**src/rtl/simd_mult_pair_issuer.sv**
```systemverilog
// Pairs consecutive 8x8 multiply requests onto the two lanes of a dual-lane DSP.
// Products return through a LATENCY-aligned tag pipe into an in-order result FIFO.
module simd_mult_pair_issuer #(
    parameter int LATENCY = 1,
    parameter int DEPTH   = 8,
    parameter int TIMEOUT = 4
) (
    input  logic        clock_i,
    input  logic        reset_i,
    input  logic        in_valid_i,
    output logic        in_ready_o,
    input  logic [7:0]  in_a_i,
    input  logic [7:0]  in_b_i,
    input  logic        flush_i,
    output logic        issue_o,
    output logic        pair_o,
    output logic [7:0]  a0_o,
    output logic [7:0]  b0_o,
    output logic [7:0]  a1_o,
    output logic [7:0]  b1_o,
    input  logic [15:0] z0_i,
    input  logic [15:0] z1_i,
    output logic        out_valid_o,
    input  logic        out_ready_i,
    output logic [15:0] out_z_o
);
    localparam int AW = $clog2(DEPTH);
    localparam int CW = AW + 1;
    localparam int TW = $clog2(TIMEOUT) + 1;

    typedef enum logic {ST_EMPTY, ST_HALF} state_t;

    state_t          state_q, state_d;
    logic [TW-1:0]   timer_q, timer_d;
    logic [7:0]      hold_a_q, hold_a_d, hold_b_q, hold_b_d;
    logic            issue_q, issue_d, pair_q, pair_d;
    logic [7:0]      a0_q, a0_d, b0_q, b0_d, a1_q, a1_d, b1_q, b1_d;
    logic [LATENCY-1:0] sr_issue_q, sr_issue_d, sr_pair_q, sr_pair_d;
    logic [AW-1:0]   wr_ptr_q, wr_ptr_d, rd_ptr_q, rd_ptr_d;
    logic [CW-1:0]   count_q, count_d, reserved_q, reserved_d;
    logic [15:0]     mem_q [DEPTH];

    logic            accept, wr0, wr1, rd;
    logic [CW-1:0]   n_wr;
    logic [CW:0]     occupancy;

    // Every accepted request owns a FIFO slot from acceptance until its product lands.
    assign occupancy  = {1'b0, reserved_q} + {1'b0, count_q};
    assign in_ready_o = !reset_i && (occupancy < (CW+1)'(DEPTH));
    assign accept     = in_valid_i && in_ready_o;

    always_comb begin
        state_d  = state_q;
        timer_d  = timer_q;
        hold_a_d = hold_a_q;
        hold_b_d = hold_b_q;
        issue_d  = 1'b0;
        pair_d   = pair_q;
        a0_d     = a0_q;
        b0_d     = b0_q;
        a1_d     = a1_q;
        b1_d     = b1_q;
        case (state_q)
            ST_EMPTY: begin
                if (accept) begin
                    state_d  = ST_HALF;
                    timer_d  = '0;
                    hold_a_d = in_a_i;
                    hold_b_d = in_b_i;
                end
            end
            ST_HALF: begin
                if (accept) begin
                    state_d = ST_EMPTY;
                    issue_d = 1'b1;
                    pair_d  = 1'b1;
                    a0_d    = hold_a_q;
                    b0_d    = hold_b_q;
                    a1_d    = in_a_i;
                    b1_d    = in_b_i;
                end else if (flush_i || timer_q == TW'(TIMEOUT - 1)) begin
                    state_d = ST_EMPTY;
                    issue_d = 1'b1;
                    pair_d  = 1'b0;
                    a0_d    = hold_a_q;
                    b0_d    = hold_b_q;
                    a1_d    = '0;
                    b1_d    = '0;
                end else begin
                    timer_d = timer_q + TW'(1);
                end
            end
            default: state_d = ST_EMPTY;
        endcase
    end

    // Tag pipe: stage 0 follows issue_o by one cycle, so the last stage lines up with z*_i.
    assign sr_issue_d[0] = issue_q;
    assign sr_pair_d[0]  = pair_q;
    for (genvar gi = 1; gi < LATENCY; gi++) begin : g_tag_pipe
        assign sr_issue_d[gi] = sr_issue_q[gi-1];
        assign sr_pair_d[gi]  = sr_pair_q[gi-1];
    end

    always_comb begin
        wr0        = sr_issue_q[LATENCY-1];
        wr1        = sr_issue_q[LATENCY-1] && sr_pair_q[LATENCY-1];
        rd         = out_valid_o && out_ready_i;
        n_wr       = CW'(wr0) + CW'(wr1);
        count_d    = count_q + n_wr - CW'(rd);
        reserved_d = reserved_q + CW'(accept) - n_wr;
        wr_ptr_d   = wr_ptr_q + AW'(n_wr);
        rd_ptr_d   = rd_ptr_q + AW'(rd);
    end

    always_ff @(posedge clock_i or posedge reset_i) begin
        if (reset_i) begin
            state_q    <= ST_EMPTY;
            timer_q    <= '0;
            hold_a_q   <= '0;
            hold_b_q   <= '0;
            issue_q    <= 1'b0;
            pair_q     <= 1'b0;
            a0_q       <= '0;
            b0_q       <= '0;
            a1_q       <= '0;
            b1_q       <= '0;
            sr_issue_q <= '0;
            sr_pair_q  <= '0;
            wr_ptr_q   <= '0;
            rd_ptr_q   <= '0;
            count_q    <= '0;
            reserved_q <= '0;
        end else begin
            state_q    <= state_d;
            timer_q    <= timer_d;
            hold_a_q   <= hold_a_d;
            hold_b_q   <= hold_b_d;
            issue_q    <= issue_d;
            pair_q     <= pair_d;
            a0_q       <= a0_d;
            b0_q       <= b0_d;
            a1_q       <= a1_d;
            b1_q       <= b1_d;
            sr_issue_q <= sr_issue_d;
            sr_pair_q  <= sr_pair_d;
            wr_ptr_q   <= wr_ptr_d;
            rd_ptr_q   <= rd_ptr_d;
            count_q    <= count_d;
            reserved_q <= reserved_d;
        end
    end

    // Lane 0 is older, so it takes the lower slot when both lanes land together.
    always_ff @(posedge clock_i) begin
        if (wr0) mem_q[wr_ptr_q] <= z0_i;
        if (wr1) mem_q[wr_ptr_q + AW'(1)] <= z1_i;
    end

    assign issue_o     = issue_q;
    assign pair_o      = pair_q;
    assign a0_o        = a0_q;
    assign b0_o        = b0_q;
    assign a1_o        = a1_q;
    assign b1_o        = b1_q;
    assign out_valid_o = (count_q != '0);
    assign out_z_o     = out_valid_o ? mem_q[rd_ptr_q] : 16'd0;
endmodule

```
**config.mk**
```make
export PLATFORM = sky130hd
export DESIGN_NAME = simd_mult_pair_issuer
export DESIGN_NICKNAME = d
export VERILOG_FILES = /design/src/rtl/simd_mult_pair_issuer.sv
export SDC_FILE = /design/constraint.sdc
export NUM_CORES = 1
export LEC_CHECK = 0
export ABC_CLOCK_PERIOD_IN_PS = 2750
export CAP_MARGIN = 30
export CORE_MARGIN = 2
export CORE_UTILIZATION = 51
export DETAILED_ROUTE_END_ITERATION = 7
export GPL_TIMING_DRIVEN = 0
export PLACE_DENSITY = 0.76
export SLEW_MARGIN = 10
export SYNTH_ARGS = -nofsm -noshare
export SYNTH_HDL_FRONTEND = slang
export SYNTH_SLANG_ARGS = --single-unit
```
**constraint.sdc**
```tcl
create_clock -name clock_i -period 2.75 [get_ports clock_i]
set_input_delay 0.275 -clock clock_i [delete_from_list [all_inputs] [get_ports clock_i]]
set_output_delay 0.275 -clock clock_i [all_outputs]
set_load 0.02 [all_outputs]
```
==> summary.txt <==
Timing
  – Fin crit period: 2.759 ns
  – Setup-failing EPs final: 15
  – Period utilization: 100.3%
  – RSZ-0062 raised after global routing: yes
  – Layout Skew: 0.009438 ns
  – Hold_ws: about 0.12 ns
  – Setup tns final: -0.06769 ns
  – Slew margin rel.: roughly 40%
  – Fin worst setup slack: -0.009042 ns
  – Pins Over Slew Limit: 0
  – Worst-Margin Slew: around 0.9 ns
  – Fmax: between 0.3 and 0.4 GHz
  – Endpoints failing hold: 0

Route
  – Routed Antenna Nets: 0
  – Via count: approximately 6,000
  – Met2 WL: approximately 12 mm
  – Vias/cell: a little under 6
  – Initial DRC count: between 400 and 500
  – DRT Wirelength: about 23 mm
  – WL met3: around 1.4 mm
  – Top Layer Used: met4
  – DRT Pass-1 Iters: 5
  – DR DRC count: 0
  – Avg WL per Cell: 22.67 microns
  – Post-Route M1 WL: just under 10 mm

Power
  – P_sw: around 4.2 mW
  – Clock network power share: between 20% and 30%
  – Lkg Pwr: roughly 4.5 nW
  – Int Pwr: around 7.2 mW
  – Maximum vdd drop: approximately 0.66 mV
  – Cell Pwr Density: about 960 nW/um^2
  – Sequential power share: between 30 and 40%
  – Comb power frac: between 40% and 50%
  – Sw frac: a little under two fifths

Die
  – Chip Height: ~140 microns
  – Die width: about 140 microns
  – Num rows: 50
  – Die area: 20,080 sq um
  – I/O Pins: roughly 110
  – Core area: about 19,000 sq um
  – Initial Util: between 50% and 60%

GRT
  – Number of global-route vias before repair: about 6,500
  – Grt total ovfl: 0
  – First-pass GRT wire length: approximately 36 mm
  – Pin count of the biggest net entering global routing: 71
  – Initial antenna violation count: 0
  – Global Route Usage Sum: a little under a quarter

Clock tree
  – Clk slew on worst S/H paths: about 0.080 ns
  – CTS tree: yes
  – Clk root buf: clkbuf_16
  – H-tree Lvls: 4
  – TritonCTS Sinks: between 150 and 200
  – Max Root-Sink Buffers: 2
  – CTS Hold Buffers Added: 0
  – CTS buffer count: 17
  – Skew-Pair Late Insertion Delay: approximately 0.43 ns

Yosys
  – Syn. warnings: 0
  – Synth async-reset ratio: between 30% and 40%
  – Yosys cell types: 43
  – Register area share after synthesis: 57.86%
  – Cells after synthesis: around 640
  – Avg Inst Size Synth: approximately 15 sq um
  – Post-synth EDFFs: about 130
  – Post-synth top flop: edfxtp_1
  – Syn Nets: a little over 700
  – Synth Cell Area: ~9700 sq um
  – FF+latch count, synth: between 150 and 200

Worst setup path
  – CP max FO: 10
  – Setup crit end kind: register
  – Worst EP required: approximately 3 ns
  – Slowest stage delay, CP: 0.51 ns
  – Reg2reg end: mem_q[5][3]
  – Crit-path leading delay family: buffers and inverters
  – Reg-to-reg critical path startpoint: wr_ptr_q[0]
  – Cells along the critical path: ha_2, xnor2_2, or3_4, buf_2, o21ai_2, buf_8
  – Worst Reg-to-Reg Cells: 6
  – Worst path buffer plus inverter count: 2
  – Crit path DAT: 2.94 ns
  – Slowest stage cell on the critical path: xnor2_2
  – R2R setup slack: -0.009 ns
  – Worst setup SP type: register
  – Classification of the worst setup path: register to register

Cells and area
  – # fillers: ~1,300
  – Cell area after layout: between 10,000 and 15,000 sq um
  – Layout cells sized above 1: a little over a third
  – Most frequent cells in the layout: mux2_2 (128), edfxtp_1 (128), clkdlybuf4s50_1 (87)
  – Inserted Diodes: 0
  – Synthesis-to-layout area growth: 23.85%
  – Footprint of the multi-input gates: slightly below 4000 sq um
  – Final nets: 860
  – Register Area: between 5000 and 6000 sq um

Job
  – Maxcap violations: 0

Placement
  – Port bufs: 104
  – Final HPWL DP: 15.48 mm
  – Pre-CTS WS: -0.4596 ns
  – Placed inst area: between 10,000 and 15,000 sq um
  – Placer Congestion: a little over 0.8

Outcome
  – Outcome: finished with violations
  – Failing checks: negative setup slack

Worst hold path
  – Class of the worst hold path: input pin to asynchronous set/reset pin
## per-layer routing
layer,vias to the layer above,track usage (%)
met5,-,0
met4,0,7.579
met3,40,5.130
met2,214,41.36
met1,3146,30.38
li1,2721,-
## stage by stage
step	utilization (%)	power, mW	instances
floorplan	-	7.065	642
global placement	59.05	8.665	980
detailed placement	59.68	8.927	986
CTS	63.57	11.40	1022
global route	64.24	12.03	1031
finish	64.24	11.45	1031
## power by group through the flow
stage	logic [mW]	registers (mW)	clock network, mW
finish	4.91	4.19	2.35
global route	5.29	4.24	2.50
CTS	4.89	4.15	2.36
detailed placement	4.75	4.18	0
global placement	4.52	4.15	0
floorplan	2.69	4.38	0
## layout make-up
| cell class | instances | area share [%] |
|---|---|---|
| multi-input cells | 350 | 32.35 |
| well taps | 234 | 2.445 |
| clock inverters | 13 | 0.7835 |
| repair buffers | 127 | 10.26 |
| plain buffers | 32 | 1.797 |
| inverters | 58 | 1.839 |
| flip-flops and latches | 198 | 46.73 |
| clock buffers | 19 | 3.792 |
## registers in the layout, indices dropped and copies added, names as in the netlist
register / flops
a0_o: 8
a1_o: 8
b0_o: 8
b1_o: 8
count_q: 4
hold_a_q: 8
hold_b_q: 8
issue_o: 1
mem_q: 128
pair_o: 1
rd_ptr_q: 3
reserved_q: 4
sr_issue_q: 1
sr_pair_q: 1
state_q: 1
timer_q: 3
wr_ptr_q: 3
## worst reg2reg max path, stage by stage, from the launching register on
cell and delay [ns]:
dfrtp_1 0.50, ha_2 0.30, xnor2_2 0.51, or3_4 0.36, buf_2 0.36, o21ai_2 0.26, buf_8 0.23
## cell families (layout without fill, tap and decap cells)
logic type                 after synthesis  count (layout)  share of synthesized area [%]
DFF                                    198             198                          57.86
muxes                                  192             192                          25.67
buffers and inverters                   94             249                          3.959
and+or+nand+nor                         67              67                          3.274
AOI/OAI and AO/OA                       59              59                          5.214
adders and majority gates               23              23                          3.209
xor gates and xnor gates                 9               9                         0.8152
## cell usage after synthesis, types with 12 or more instances
library cell  count  area (sq um)
ha_1             20         250.2
o32ai_1          17         148.9
clkbuf_1         21         78.83
mux2_2          128          1441
mux4_2           32         720.7
mux2i_1          32         320.3
nand2_1          41         153.9
buf_2            12         60.06
inv_1            58         217.7
edfxtp_1        128          3844
a22o_1           16         140.1
dfrtp_1          70          1752
## repair_timing
item	4_1_cts	5_1_grt
endpoints found under the setup margin	137	119
pin swaps	4	6
setup buffers	6	10
resized for setup	64	31
cloned	0	0
## how the worst max path moves through the flow
stage | start | endpoint | slack, ns | cells after the start
after floorplan | wr_ptr_q[0] | mem_q[5][0] | 0.03 | 6
after global placement | wr_ptr_q[0] | mem_q[5][8] | -1.26 | 6
after detailed placement | count_q[2] | out_z_o[14] | -0.46 | 8
after CTS | wr_ptr_q[0] | mem_q[1][14] | -0.16 | 7
after global routing | wr_ptr_q[0] | mem_q[7][3] | -0.07 | 4
final | wr_ptr_q[0] | mem_q[5][3] | -0.009 | 6
(Power assumes the default switching activity.)
